## src/rtl/lsm_sequencer.sv

```systemverilog
// lsm_sequencer: Load-Multiple / Store-Multiple sequencer beside decode.
// Walks a latched register list in ascending index order, one memory beat
// per set bit, and holds fetch/decode stalled until the transfer ends.
// Optional macro LSM_BASE_WRITEBACK_EN: write base_addr+beats back to the
// base register in FINISH (suppressed for LM when the base was loaded).
//
//   state  | meaning
//   IDLE   | waiting for start; start_ready high
//   RUN    | issuing one beat per cycle while mem_ready is high
//   FINISH | one-cycle done pulse (and optional base writeback)
module lsm_sequencer #(
  parameter int DATA_W = 16,
  parameter int NREGS  = 8,
  parameter int REG_AW = 3
) (
  input  logic              clk,
  input  logic              rst_n,
  input  logic              start,
  output logic              start_ready,
  input  logic              is_store,
  input  logic [REG_AW-1:0] base_reg,
  input  logic [DATA_W-1:0] base_addr,
  input  logic [NREGS-1:0]  reg_list,
  input  logic              flush,
  output logic [DATA_W-1:0] mem_addr,
  output logic              mem_rd,
  output logic              mem_wr,
  output logic [DATA_W-1:0] mem_wdata,
  input  logic [DATA_W-1:0] mem_rdata,
  input  logic              mem_ready,
  output logic [REG_AW-1:0] reg_rd_addr,
  input  logic [DATA_W-1:0] reg_rd_data,
  output logic              reg_wr_en,
  output logic [REG_AW-1:0] reg_wr_addr,
  output logic [DATA_W-1:0] reg_wr_data,
  output logic              busy,
  output logic              stall,
  output logic              done
);

  localparam logic [1:0] S_IDLE   = 2'd0;
  localparam logic [1:0] S_RUN    = 2'd1;
  localparam logic [1:0] S_FINISH = 2'd2;

  logic [1:0]        state;
  logic              op_store;
  logic [DATA_W-1:0] cur_addr;
  logic [NREGS-1:0]  pend;
  logic [REG_AW:0]   cnt;
`ifdef LSM_BASE_WRITEBACK_EN
  logic [REG_AW-1:0] base_reg_q;
  logic [DATA_W-1:0] base_addr_q;
  logic              lm_base_hit;
`endif

  logic              in_idle, in_run, in_finish;
  logic              accept;
  logic [REG_AW-1:0] idx;
  logic [NREGS-1:0]  pend_clr;
  logic              last;

  assign in_idle   = (state == S_IDLE);
  assign in_run    = (state == S_RUN);
  assign in_finish = (state == S_FINISH);
  // flush in IDLE blocks acceptance for that cycle
  assign accept    = start & in_idle & ~flush;

  // Priority encode: lowest set bit of the pending list wins
  always_comb begin
    idx = '0;
    for (int i = NREGS - 1; i >= 0; i--) begin
      if (pend[i]) idx = REG_AW'(i);
    end
    pend_clr = pend & ~(NREGS'(1) << idx);
    last     = (pend_clr == '0);
  end

  // Sequencer state, list walk, address and beat counter
  always_ff @(posedge clk or negedge rst_n) begin
    if (!rst_n) begin
      state    <= S_IDLE;
      op_store <= 1'b0;
      cur_addr <= '0;
      pend     <= '0;
      cnt      <= '0;
`ifdef LSM_BASE_WRITEBACK_EN
      base_reg_q  <= '0;
      base_addr_q <= '0;
      lm_base_hit <= 1'b0;
`endif
    end else begin
      case (state)
        S_IDLE: begin
          if (accept) begin
            op_store <= is_store;
            cur_addr <= base_addr;
            pend     <= reg_list;
            cnt      <= '0;
`ifdef LSM_BASE_WRITEBACK_EN
            base_reg_q  <= base_reg;
            base_addr_q <= base_addr;
            lm_base_hit <= ~is_store & reg_list[base_reg];
`endif
            state    <= (reg_list == '0) ? S_FINISH : S_RUN;
          end
        end
        S_RUN: begin
          if (mem_ready) begin
            pend     <= pend_clr;
            cur_addr <= cur_addr + 1'b1;
            cnt      <= cnt + 1'b1;
          end
          // a beat completing alongside flush still retires above
          if (flush) begin
            state <= S_IDLE;
            pend  <= '0;
          end else if (mem_ready && last) begin
            state <= S_FINISH;
          end
        end
        S_FINISH: state <= S_IDLE;
        default:  state <= S_IDLE;
      endcase
    end
  end

  // Memory, register-file and status outputs
  always_comb begin
    start_ready = in_idle;
    busy        = ~in_idle;
    stall       = busy | (start & in_idle);
    done        = in_finish & ~flush;
    mem_addr    = in_run ? cur_addr : '0;
    mem_rd      = in_run & ~op_store;
    mem_wr      = in_run & op_store;
    reg_rd_addr = in_run ? idx : '0;
    mem_wdata   = (in_run & op_store) ? reg_rd_data : '0;
    reg_wr_en   = 1'b0;
    reg_wr_addr = '0;
    reg_wr_data = '0;
    if (in_run && !op_store && mem_ready) begin
      reg_wr_en   = 1'b1;
      reg_wr_addr = idx;
      reg_wr_data = mem_rdata;
    end
`ifdef LSM_BASE_WRITEBACK_EN
    if (in_finish && !flush && (cnt != '0) && !lm_base_hit) begin
      reg_wr_en   = 1'b1;
      reg_wr_addr = base_reg_q;
      reg_wr_data = base_addr_q + DATA_W'(cnt);
    end
`endif
  end

endmodule
```

## config.mk

```make
export PLATFORM = sky130hd
export DESIGN_NAME = lsm_sequencer
export DESIGN_NICKNAME = d
export VERILOG_FILES = /design/src/rtl/lsm_sequencer.sv
export SDC_FILE = /design/constraint.sdc
export NUM_CORES = 1
export LEC_CHECK = 0
export ABC_AREA = 1
export CORE_AREA = 5 5 81 83
export DETAILED_ROUTE_END_ITERATION = 10
export DIE_AREA = 0 0 86 88
export GPL_ROUTABILITY_DRIVEN = 0
export PLACE_DENSITY_LB_ADDON = 0.15
export SLEW_MARGIN = 5
export SYNTH_ARGS = -nofsm -noshare
export SYNTH_HDL_FRONTEND = slang
export SYNTH_SLANG_ARGS = --single-unit
```

## constraint.sdc

```tcl
create_clock -name clk -period 2.1 [get_ports clk]
set_input_delay 0.315 -clock clk [delete_from_list [all_inputs] [get_ports clk]]
set_output_delay 0.315 -clock clk [all_outputs]
set_load 0.005 [all_outputs]
```

After elaboration in Yosys (flattened, before gate mapping):

Cells that the tools add are included.

* $add $sub $neg: 1
* equality and inequality tests: 6
* shift-type cells: 1
* multiplexer cells: 26
* bitwise gates (word level): 11
* reductions and logical operators: 12

Operators by type and width (count)
* 16-bit 2-to-1 mux: 5
* 16-bit one-hot mux with 2 select lines: 1
* 3-bit 2-to-1 mux: 10
* 8-bit 2-to-1 mux: 3
* 16-bit by 1-bit adder with 16-bit output, second input constant: 1
* 8-bit logical NOT: 2
* 8-bit one-hot mux with 2 select lines: 1
* 8-bit bitwise AND: 1
* 2-bit 2-to-1 mux: 4
* 8-bit inverter: 1
* 1-bit by 3-bit left shift with 8-bit output, first input constant: 1
* 3-bit AND reduction: 2
* 1-bit bitwise AND: 5
* 2-bit one-hot mux with 2 select lines: 1
* 2-bit AND reduction: 2
* 1-bit logical AND: 3
* 3-bit by 2-bit != test with 1-bit output, second input constant: 1
* 3-bit != test, second input constant: 1
* 1-bit inverter: 3
* 2-bit by 1-bit == test with 1-bit output, second input constant: 1
* 2-bit == test, second input constant: 1
* 2-bit logical NOT: 1
* 2-bit by 1-bit != test with 1-bit output, second input constant: 1
* 2-bit != test, second input constant: 1
* other kinds (4): 4

* register bits: 27
* bits of input ports: 65
* output and inout bits: 61

Longest topological paths before layout:

* depth in word-level cells: 16
* gate-level depth with buffers: 13
* gate-level depth less buffers: 13

Worst setup path after synthesis:

Ideal clock, no wire load.

* kind: register -> output
* from: register state[1]
* to: output port reg_wr_addr[0]
* arrival: 1.265 ns
* required time: 1.785 ns
* setup slack: 0.520 ns
* cell stages (with the launch flop): 8
* path buffers: 2
* path through: dfrtp_1 -> inv_2 -> nand2_4 -> buf_2 -> nor2_1 -> nand2_1 -> buf_2 -> nor2_1

* longest elaborated chain between the ends: 4

Ends and longest elaborated chain
* start, declared: RTL line 45 `logic [1:0] state;`
* start signal, assigned: RTL line 104 `state <= (reg_list == '0) ? S_FINISH : S_RUN;`
* 2-bit by 1-bit == test with 1-bit output: RTL line 63 `assign in_run = (state == S_RUN);`
* 1-bit logical AND (2 in series): RTL line 141 `if (in_run && !op_store && mem_ready) begin`
* 3-bit 2-to-1 mux: RTL line 141
* end, declared: RTL line 34 `output logic [REG_AW-1:0] reg_wr_addr,`

Every way passes these cells.

Worst setup path after layout:

* from: register state[1]
* to: output port mem_addr[4]

* longest elaborated chain between the ends: 2

Ends and longest elaborated chain
* 2-bit by 1-bit == test with 1-bit output: RTL line 63
* 16-bit 2-to-1 mux: RTL line 133 `mem_addr = in_run ? cur_addr : '0;`
* end, declared: RTL line 25 `output logic [DATA_W-1:0] mem_addr,`

Every way passes these cells.

==> qor.txt <==
status -> completed
Max Clock Freq -> 0.491 GHz
Routed Antenna Nets -> 0
Placed Cells -> 535
Worst-Margin Slew -> 0.432 ns
CTS Hold Bufs -> 0
CTS tree -> yes
combinational cell fraction of total power -> 0.694
RSZ-0062 raised after global routing -> yes
hold crit path type -> primary input to asynchronous set/reset pin
Syn Nets -> 405
Max-Cap Viols -> 0
Pre-antenna DRT Iters -> 4
Final Hold Viols -> 0
Seq/Total Area, Yosys -> 0.309
input/output buffers -> 122
Synthesis Warnings -> 0
design internal power -> 0.00235 W
Post-Synthesis Cell Area -> 2190 sq um
crit path capture type -> output pin
Pwr Density -> 1170 nW/um^2
Tmin final -> 2.04 ns
total core area -> 5780 sq um
TritonCTS Sinks -> 27
Ports -> 126
pre-CTS setup slack -> 0.0353 ns
Hold Slack -> 0.420 ns
crit-path max FO -> 41
Wirelength per Cell -> 12.7 microns
Vias -> 2590
FF+latch count, synth -> 27
Non-Filler Instances -> 546
Final Util -> 0.644
area of the die -> 7570 sq um
final setup vio count -> 0
Tcrit/Tclk final -> 0.970
initial drt markers -> 130
total global-route track usage -> 0.173
Die Y-Extent -> 88 microns
Net Switching -> 0.00199 W
Clock Latency Late Sink -> 0.27 ns
Clock Tree Root -> clkbuf_8
global-route wire length before repair -> 11000 microns
VDD IR-drop max -> 0.545 mV
final WL -> 6960 microns
clk buf depth -> 2
Crit path arrival time -> 1.72 ns
Mapped Cells -> 339
crit start category -> flop
H-Tree Depth -> 1
via density per instance -> 4.74
n_diodes -> 0
pins over their slew limit -> 0
critical path class -> flop to output pin
largest net degree at the start of global routing -> 42
Reg power frac -> 0.238
Post-Route Skew -> 0.00277 ns
Synth Area per Inst -> 6.46 sq um
grt ovf -> 0
number of global-route vias before repair -> 2430
ys flop type -> dfrtp_1
area grow syn2layout -> 70.1%
worst path required time -> 1.78 ns
DP HPWL -> 5550 microns
initial cell density of the core -> 0.379
Sw Share -> 0.459
Leakage -> 2.07 nW
Die W -> 86 microns
fin worst setup slack -> 0.0640 ns
DP Area -> 3540 sq um
initial antenna violation count -> 0
Synth async-reset ratio -> 1.00
fin area -> 3720 sq um
total CTS buffers -> 3
layout net count -> 538
relative slew slack -> 0.710
number of library cell types mapped by synthesis -> 38
ratio of cells with drive above 1 in the final layout -> 0.119
# DRC -> 0
Post-synth EDFFs -> 0
CTS clock-pin slew for the worst setup and hold paths -> 0.09 ns
Clk pwr share -> 0.068
# rows -> 28
[kinds of logic after synthesis]
kind of cell,count (synthesis),share of synthesized area
AO/OA/AOI/OAI,62,0.185
adder cells (fa/ha/maj),1,0.00571
buffers and inverters,87,0.163
flip-flops,27,0.309
multiplexers,1,0.00514
AND/OR/NAND/NOR,161,0.333
[power groups by stage]
| stage | Clock (W) | Sequential [W] | Combinational (W) |
|---|---|---|---|
| 6_report | 0.000297 | 0.00103 | 0.00301 |
| 3_5_place_dp | 0 | 0.00101 | 0.00293 |
| 4_1_cts | 0.000313 | 0.00102 | 0.00295 |
| 2_1_floorplan | 0 | 0.000964 | 0.00175 |
| 3_3_place_gp | 0 | 0.00100 | 0.00288 |
| 5_1_grt | 0.000335 | 0.00107 | 0.00337 |
[Yosys cell counts, types with 3 or more instances]
library cell  number  area share
o21a_1             3       0.010
buf_2             10       0.023
nand4_1            5       0.014
nand2_1           49       0.084
nor2_1            74        0.13
inv_1             72        0.12
a31oi_1            5       0.014
nor2_4             3       0.015
nand3_1           14       0.032
dfrtp_1           27        0.31
nor3_1             5       0.011
o21ai_0           15       0.034
a21oi_1           17       0.039
a32oi_1            3       0.012
a22oi_1            6       0.021
[path summary, 6_finish.rpt]
kind,slack (ns),start,cells after the start,to
max,0.06,state[1],5,mem_addr[4]
min,0.42,rst_n,2,cur_addr[0]
max reg2reg,0.31,state[1],9,cur_addr[12]
min reg2reg,0.51,cur_addr[6],1,cur_addr[6]
max in group asynchronous,1.39,rst_n,2,state[0]
min in group clk,0.51,cur_addr[6],1,cur_addr[6]
[stage by stage]
step           total power, W  TNS, ns
6_report              0.00434        0
5_1_grt               0.00478  -0.0296
3_5_place_dp          0.00393        0
2_1_floorplan         0.00271        0
4_1_cts               0.00428        0
3_3_place_gp          0.00387        0
[cell type report]
type	instances	area (sq um)
multi-input combinational	226	1210
fill	518	2060
inverter	75	287
tap	75	93.8
sequential	27	677
timing repair buffer	139	1410
clock buffer	4	45.0
[flip-flops by register name, indices dropped and copies added (netlist names)]
signal and flops:
op_store 1, cur_addr 16, pend 8, state 2
[what timing repair did]
item	CTS	global route
buffers inserted	2	4
gates cloned	0	1
pin swaps	2	4
endpoints found under the setup margin	47	41
gates resized for setup	16	29
[worst max-delay path, stage by stage, from the launching register on]
cell and delay (ns):
dfrtp_1 0.41, inv_2 0.08, nand2_4 0.08, buf_12 0.18
nor2_1 0.15, clkdlybuf4s50_1 0.52
[placed cells by master, fill, tap and decap left out, drive strengths merged, types with 4 or more instances in the layout]
cell type / count
a21oi: 19
a22oi: 6
a31oi: 5
buf: 17
clkbuf: 4
clkdlybuf4s50: 97
dfrtp: 27
dlygate4sd2: 7
dlymetal6s2s: 18
inv: 75
nand2: 53
nand3: 16
nand4: 5
nor2: 79
nor3: 6
o21ai: 17
[metal layers]
metal / vias to the layer above / global-route usage / wire length, microns
li1: 1332 / - / -
met1: 1170 / 0.216 / 2870
met2: 82 / 0.311 / 3530
met3: 6 / 0.0367 / 502
met4: 0 / 0.0317 / 50
met5: - / 0 / 0
Note: power is estimated with default switching activity, not from simulation.
